### config.mk
export PLATFORM = sky130hd
export DESIGN_NAME = charge_inj_pulse_sequencer
export DESIGN_NICKNAME = d
export VERILOG_FILES = /design/src/rtl/charge_inj_pulse_sequencer_pkg.sv /design/src/rtl/charge_inj_pulse_sequencer_word_mask.sv /design/src/rtl/charge_inj_pulse_sequencer.sv
export SDC_FILE = /design/constraint.sdc
export NUM_CORES = 1
export LEC_CHECK = 0
export CORE_UTILIZATION = 60
export CTS_BUF_LIST = sky130_fd_sc_hd__clkbuf_8 sky130_fd_sc_hd__clkbuf_16
export DETAILED_ROUTE_END_ITERATION = 6
export PLACE_DENSITY = 0.82
export SLEW_MARGIN = 20
export SYNTH_ARGS = -nofsm -noshare
export SYNTH_HDL_FRONTEND = slang
export SYNTH_SLANG_ARGS = --single-unit
### constraint.sdc
create_clock -name clk40 -period 15.3 [get_ports clk40]
set_input_delay 1.53 -clock clk40 [delete_from_list [all_inputs] [get_ports clk40]]
set_output_delay 1.53 -clock clk40 [all_outputs]
set_load 0.005 [all_outputs]
### src/rtl/charge_inj_pulse_sequencer_pkg.sv
// Shared definitions for the charge-injection pulse sequencer: sizes,
// FSM state type, captured-configuration record and a width helper.
package ci_pkg;

    localparam int N_CH      = 4;
    localparam int FINE_BITS = 5;
    localparam int SER_W     = 2 ** FINE_BITS;
    localparam int COARSE_W  = 8;
    localparam int WIDTH_W   = 6;
    localparam int BURST_W   = 4;

    // Word index must hold coarse + 16 * (gap + 1) + 2 without wrapping.
    localparam int WORD_W    = COARSE_W + BURST_W + 1;
    localparam int SLOT_W    = WORD_W + FINE_BITS;
    localparam int REM_W     = BURST_W + 1;

    typedef enum logic {
        IDLE = 1'b0,
        RUN  = 1'b1
    } state_t;

    typedef struct packed {
        logic [COARSE_W-1:0]  coarse;
        logic [FINE_BITS-1:0] fine;
        logic [WIDTH_W-1:0]   width;
        logic [BURST_W-1:0]   burst;
        logic [COARSE_W-1:0]  gap;
        logic [N_CH-1:0]      ch_en;
    } cfg_t;

    // A zero width code still produces a single-slot pulse.
    function automatic logic [WIDTH_W-1:0] eff_width(input logic [WIDTH_W-1:0] w);
        return (w == '0) ? WIDTH_W'(1) : w;
    endfunction

endpackage

### src/rtl/charge_inj_pulse_sequencer_word_mask.sv
// Combinational slot mask for one pulse over one serializer word:
// bit i is set when start <= base + i < end.
module ci_word_mask
    import ci_pkg::*;
(
    input  logic              valid_i,
    input  logic [SLOT_W-1:0] base_i,
    input  logic [SLOT_W-1:0] start_i,
    input  logic [SLOT_W-1:0] end_i,
    output logic [SER_W-1:0]  mask_o
);

    for (genvar i = 0; i < SER_W; i++) begin : g_bit
        logic [SLOT_W-1:0] slot;
        assign slot      = base_i + SLOT_W'(i);
        assign mask_o[i] = valid_i && (slot >= start_i) && (slot < end_i);
    end

endmodule

### src/rtl/charge_inj_pulse_sequencer.sv
// Multi-channel charge-injection pulse sequencer. On an accepted cmd it
// emits one SER_W-bit pattern word per channel per clk40 cycle describing a
// burst of pulses with coarse/fine delay and fine-step width.
// Optional build macro CI_PULSE_COUNT_EN adds a saturating pulse_count output.
//
// state | meaning
// IDLE  | pattern held at zero, waiting for cmd
// RUN   | presenting one word per cycle until the word holding the final slot
module charge_inj_pulse_sequencer
    import ci_pkg::*;
(
    input  logic                  clk40,
    input  logic                  reset,
    input  logic                  cmd,
    input  logic [N_CH-1:0]       ch_en,
    input  logic [COARSE_W-1:0]   coarse_delay,
    input  logic [FINE_BITS-1:0]  fine_delay,
    input  logic [WIDTH_W-1:0]    pulse_width,
    input  logic [BURST_W-1:0]    burst_count,
    input  logic [COARSE_W-1:0]   burst_gap,
    output logic [N_CH*SER_W-1:0] pattern,
    output logic                  busy,
    output logic                  done,
    output logic                  cmd_dropped
`ifdef CI_PULSE_COUNT_EN
    ,
    output logic [15:0]           pulse_count
`endif
);

    state_t               state_q;
    cfg_t                 cfg_q;
    cfg_t                 cfg_live;
    cfg_t                 cfg_eff;

    logic [WORD_W-1:0]    word_q, word_eff;
    logic [WORD_W-1:0]    nxt_q, nxt_eff;
    logic [WORD_W-1:0]    h0_q, h0_eff;
    logic [WORD_W-1:0]    h1_q, h1_eff;
    logic                 h0v_q, h0v_eff;
    logic                 h1v_q, h1v_eff;
    logic [REM_W-1:0]     rem_q, rem_eff;
    logic [WORD_W-1:0]    last_q, last_calc, last_eff;

    logic [COARSE_W:0]    period_eff;
    logic [WIDTH_W-1:0]   wid_eff;
    logic [SLOT_W-1:0]    last_slot;
    logic [SLOT_W-1:0]    base_slot;
    logic [SLOT_W-1:0]    new_start, new_end;
    logic [SLOT_W-1:0]    h0_start, h0_end;
    logic [SLOT_W-1:0]    h1_start, h1_end;

    logic                 idle;
    logic                 advance;
    logic                 starts_now;
    logic [SER_W-1:0]     m_new, m_h0, m_h1, word_bits;
    logic [N_CH*SER_W-1:0] pattern_d;

    logic [N_CH*SER_W-1:0] pattern_q;
    logic                 busy_q;
    logic                 done_q;
    logic                 cmd_dropped_q;

    assign idle     = (state_q == IDLE);
    assign cfg_live = '{coarse: coarse_delay, fine: fine_delay, width: pulse_width,
                        burst: burst_count, gap: burst_gap, ch_en: ch_en};

    // In IDLE the first word is built straight from the live inputs so it can
    // appear in the cycle right after acceptance; in RUN the captured copy is used.
    always_comb begin
        cfg_eff    = idle ? cfg_live : cfg_q;
        word_eff   = idle ? '0 : word_q + WORD_W'(1);
        nxt_eff    = idle ? WORD_W'(cfg_eff.coarse) : nxt_q;
        rem_eff    = idle ? REM_W'(cfg_eff.burst) + REM_W'(1) : rem_q;
        h0_eff     = idle ? '0 : h0_q;
        h0v_eff    = idle ? 1'b0 : h0v_q;
        h1_eff     = idle ? '0 : h1_q;
        h1v_eff    = idle ? 1'b0 : h1v_q;
        period_eff = (COARSE_W+1)'(cfg_eff.gap) + (COARSE_W+1)'(1);
        wid_eff    = eff_width(cfg_eff.width);
        last_slot  = {WORD_W'(cfg_eff.coarse) + WORD_W'(cfg_eff.burst) * WORD_W'(period_eff),
                      cfg_eff.fine} + SLOT_W'(wid_eff) - SLOT_W'(1);
        last_calc  = last_slot[SLOT_W-1:FINE_BITS];
        last_eff   = idle ? last_calc : last_q;
    end

    assign advance    = (idle && cmd) || (!idle && !done_q);
    assign starts_now = (rem_eff != '0) && (nxt_eff == word_eff);

    // Pulses are at least one word apart and at most 63 slots wide, so only the
    // pulse starting in this word and the two most recent earlier ones can reach it.
    assign base_slot = {word_eff, {FINE_BITS{1'b0}}};
    assign new_start = {nxt_eff, cfg_eff.fine};
    assign new_end   = new_start + SLOT_W'(wid_eff);
    assign h0_start  = {h0_eff, cfg_eff.fine};
    assign h0_end    = h0_start + SLOT_W'(wid_eff);
    assign h1_start  = {h1_eff, cfg_eff.fine};
    assign h1_end    = h1_start + SLOT_W'(wid_eff);

    ci_word_mask u_mask_new (
        .valid_i (starts_now),
        .base_i  (base_slot),
        .start_i (new_start),
        .end_i   (new_end),
        .mask_o  (m_new)
    );

    ci_word_mask u_mask_h0 (
        .valid_i (h0v_eff),
        .base_i  (base_slot),
        .start_i (h0_start),
        .end_i   (h0_end),
        .mask_o  (m_h0)
    );

    ci_word_mask u_mask_h1 (
        .valid_i (h1v_eff),
        .base_i  (base_slot),
        .start_i (h1_start),
        .end_i   (h1_end),
        .mask_o  (m_h1)
    );

    assign word_bits = m_new | m_h0 | m_h1;

    for (genvar c = 0; c < N_CH; c++) begin : g_ch
        assign pattern_d[c*SER_W +: SER_W] = cfg_eff.ch_en[c] ? word_bits : '0;
    end

    // Sequencer FSM: capture config on accept, step one word per cycle, drop back to IDLE after done
    always_ff @(posedge clk40) begin
        if (!reset) begin
            state_q       <= IDLE;
            cfg_q         <= '0;
            word_q        <= '0;
            nxt_q         <= '0;
            rem_q         <= '0;
            h0_q          <= '0;
            h0v_q         <= 1'b0;
            h1_q          <= '0;
            h1v_q         <= 1'b0;
            last_q        <= '0;
            pattern_q     <= '0;
            busy_q        <= 1'b0;
            done_q        <= 1'b0;
            cmd_dropped_q <= 1'b0;
        end else begin
            done_q        <= 1'b0;
            cmd_dropped_q <= 1'b0;
            if (advance) begin
                pattern_q <= pattern_d;
                word_q    <= word_eff;
                last_q    <= last_eff;
                done_q    <= (word_eff == last_eff);
                busy_q    <= 1'b1;
                if (starts_now) begin
                    h1_q  <= h0_eff;
                    h1v_q <= h0v_eff;
                    h0_q  <= nxt_eff;
                    h0v_q <= 1'b1;
                    nxt_q <= nxt_eff + WORD_W'(period_eff);
                    rem_q <= rem_eff - REM_W'(1);
                end else begin
                    h1_q  <= h1_eff;
                    h1v_q <= h1v_eff;
                    h0_q  <= h0_eff;
                    h0v_q <= h0v_eff;
                    nxt_q <= nxt_eff;
                    rem_q <= rem_eff;
                end
            end
            case (state_q)
                IDLE: begin
                    if (cmd) begin
                        state_q <= RUN;
                        cfg_q   <= cfg_live;
                    end
                end
                RUN: begin
                    cmd_dropped_q <= cmd;
                    if (done_q) begin
                        state_q   <= IDLE;
                        pattern_q <= '0;
                        busy_q    <= 1'b0;
                    end
                end
                default: state_q <= IDLE;
            endcase
        end
    end

    assign pattern     = pattern_q;
    assign busy        = busy_q;
    assign done        = done_q;
    assign cmd_dropped = cmd_dropped_q;

`ifdef CI_PULSE_COUNT_EN
    logic [15:0] pulse_count_q;

    // Count each pulse as its first word is loaded, only if some channel carries it
    always_ff @(posedge clk40) begin
        if (!reset) begin
            pulse_count_q <= '0;
        end else if (advance && starts_now && (|cfg_eff.ch_en) && (pulse_count_q != 16'hFFFF)) begin
            pulse_count_q <= pulse_count_q + 16'd1;
        end
    end

    assign pulse_count = pulse_count_q;
`endif

endmodule

==> impl_metrics.py <==
metrics = {
    "floorplanning": {
        "rows": 60,
        "die_x_um": 169,
        "core-area_mm2": 0.0273,
        "num_io_pins": 169,
        "die_h_um": 169,
        "dieArea_mm2": 0.0287,
        "start_util": 0.617,
    },
    "pwr": {
        "powerDensity_mw_per_mm2": 121,
        "cellLeakagePower_uw": 0.00812,
        "ir_worst_vdd_mv": 0.164,
    },
    "run": {
        "maxCapViolCount": 0,
    },
    "clock_network": {
        "cts_buffers": 27,
        "cts_buffer_depth": 3,
        "postCtsSetupBuffers": 0,
        "root_buffer": "clkbuf_16",
        "cts.reportedPaths.clkPinSlew_ps": 60,
        "cts.htree.levels": 1,
        "cts_sinks": 239,
        "holdBufCountCts": 0,
        "clk_latency_ps": 570,
        "cts_resized": 0,
        "cts_tree": "built",
    },
    "drt": {
        "via_count": 17200,
        "drt-initial-drc-count": 1839,
        "drcViolationCount": 1,
        "wl_per_cell_um": 20.5,
        "ant_nets": 0,
        "routed_via_density": 6.39,
        "dr.pass1.iters": 7,
        "routed_wl_mm": 55.3,
    },
    "cells_and_area": {
        "fin_nets": 2513,
        "diodes": 0,
        "drive_above_1_share": 0.0439,
        "mostFrequentLayoutCell": "nand2_1",
        "syn_to_final_growth_pct": 16.9,
        "mostFrequentLayoutCells": "nand2_1 (337), dfxtp_1 (238), nor2_1 (202)",
        "postLayoutCoreUtil": 0.721,
    },
    "worst_hold_path": {
        "whs_path_depth": 2,
        "min_from": "pattern[75]",
        "hold_class": "register to register",
        "hold_end": "pattern[75]",
    },
    "grt": {
        "track_usage": 0.380,
        "grt_pass1_vias": 16100,
        "grt-ovfl-total": 0,
        "use_met3": 0.0651,
        "grt_antenna_before_repair": 0,
        "gr-max-usage-layer": "met2",
        "grt_max_degree": 85,
        "grt_pass1_wl_mm": 86.5,
        "global_route.usage.met1": 0.504,
        "grt_util_met2": 0.616,
    },
    "timing": {
        "min_period_over_period": 0.520,
        "hold_viol": 0,
        "finalSetupViolations": 0,
        "slew_headroom": 0.287,
        "fin_tns_setup_ps": 0,
        "finClkSkew_ps": 18.6,
        "rsz0062_at_grt": "false",
        "slew_viol_final": 0,
        "tightestPinTransition_ps": 1060,
        "finalWorstPathRequiredPeriod_ps": 7960,
        "fmax_ghz": 0.126,
    },
    "worst_setup_path": {
        "crit_fanout": 5,
        "r2r_start": "state_q",
        "arrival_ps": 8440,
        "start_kind": "input port",
        "startpoint": "burst_gap[0]",
        "cp-end-kind": "register",
        "worstPathRequired_ps": 15780,
        "r2r_cells": 24,
        "path_class": "input port to register",
        "r2r_setup_slack_ps": 7580,
        "reg2reg_to": "done",
    },
    "placed_design": {
        "post-dp-hpwl_mm": 40.9,
        "port_buffers": 168,
        "gp_congestion": 1.05,
    },
    "synthesis": {
        "synthFlopType": "dfxtp_1",
        "netlist_area_mm2": 0.0168,
        "yosysSeqAreaShare": 0.285,
        "synth.distinct_cells": 73,
        "syn_inst": 2192,
        "synth.avg_cell_area_um2": 7.67,
        "synth_top_area_share": 0.285,
        "synth-seq-cells": 239,
        "yosysWarnings": 0,
        "syn_nets": 2401,
        "yosysTopAreaCell": "dfxtp_1",
        "synth_edf_count": 0,
        "async_flop_share": 0,
        "yosys-top-cells-area": "dfxtp_1 (28%), ha_1 (11%), nand2_1 (7.5%)",
    },
    "outcome": {
        "status": "complete, but fails checks",
        "violations": "design-rule violations",
    },
}
[cell families after synthesis]
| family | Yosys count | synth area share |
|---|---|---|
| AND/OR/NAND/NOR | 795 | 0.210 |
| adder cells (fa/ha/maj) | 171 | 0.138 |
| XOR/XNOR | 108 | 0.0571 |
| multiplexers | 31 | 0.0190 |
| flip-flops | 239 | 0.285 |
| buffers and inverters | 218 | 0.0495 |
| AO/OA/AOI/OAI | 630 | 0.243 |
[worst max-delay path by stage]
stage	slack, ps	cells past startpoint	end
6_report	7340	25	done
3_5_place_dp	6880	25	done
5_1_grt	6910	23	pattern[55]
2_1_floorplan	8420	26	done
3_3_place_gp	7110	27	done
4_1_cts	7430	25	done
[metrics by stage]
| step | setup WS [ps] | hold slack, ps | power, uW | instances | instance area [um^2] |
|---|---|---|---|---|---|
| 3_3_place_gp | 7110 | 433 | 1680 | 2647 | 18700 |
| 4_1_cts | 7430 | 454 | 2360 | 2697 | 19700 |
| 2_1_floorplan | 8420 | 425 | 1470 | 2192 | 16800 |
| 5_1_grt | 6910 | 473 | 2510 | 2697 | 19700 |
| 3_5_place_dp | 6880 | 441 | 1700 | 2647 | 18700 |
| 6_report | 7340 | 452 | 2380 | 2697 | 19700 |
[flip-flops by register name (all words and copies together) (netlist names)]
register	count
pattern	128
cfg_q	35
h0_q	13
h1_q	13
last_q	13
nxt_q	13
word_q	13
rem_q	5
busy	1
cmd_dropped	1
done	1
h0v_q	1
h1v_q	1
state_q	1
[layer usage]
metal | routed length [um] | up-vias
li1 | - | 7964
met1 | 22700 | 8200
met2 | 25200 | 905
met3 | 5210 | 175
met4 | 2170 | 0
met5 | 0 | -
[where the power goes]
part | total [uW] | internal [uW] | switching, uW | leakage [uW]
Combinational | 1060 | 407 | 655 | 0.00573
Clock | 655 | 374 | 281 | 0.000448
Sequential | 663 | 643 | 19.1 | 0.00194
[critical path, cell delays in order]
cell             delay [ps]
clkdlybuf4s50_1         430
mux2i_1                 440
inv_1                   230
ha_1                    270
xor2_1                  400
inv_1                   170
nand2_1                 110
fa_1                    450
fa_1                    520
fa_1                    550
inv_1                    40
ha_1                    320
a21oi_1                 230
nor2b_1                 100
o41a_1                  350
a21oi_1                 270
xnor2_1                 180
ha_1                    310
o2111ai_1               140
o21ai_0                 170
o41ai_1                 520
inv_1                   120
nor3_1                  190
o21ai_0                 140
a211oi_1                240
[final cells by class]
type / count / area (um^2)
clock buffers: 33 / 758
well taps: 372 / 465
flip-flops and latches: 239 / 4790
repair buffers: 191 / 1850
fillers: 2187 / 7600
multi-input cells: 1735 / 11200
inverters: 110 / 413
clock inverters: 17 / 151
[synth_stat cells (all sizes together) (11+ instances only)]
library cell  count
nand2           338
dfxtp           239
nor2            204
o21ai           172
ha              148
a21oi           140
inv             110
clkbuf           83
xnor2            66
nand3            58
nor3             56
a21o             53
a21boi           51
xor2             41
a22oi            39
a22o             32
mux2i            27
nand4            27
buf              25
fa               23
and2             20
nor2b            18
and3             17
o32ai            17
o21a             15
o22ai            15
a211oi           14
o211ai           11
Power figures use the tool's default switching activity.
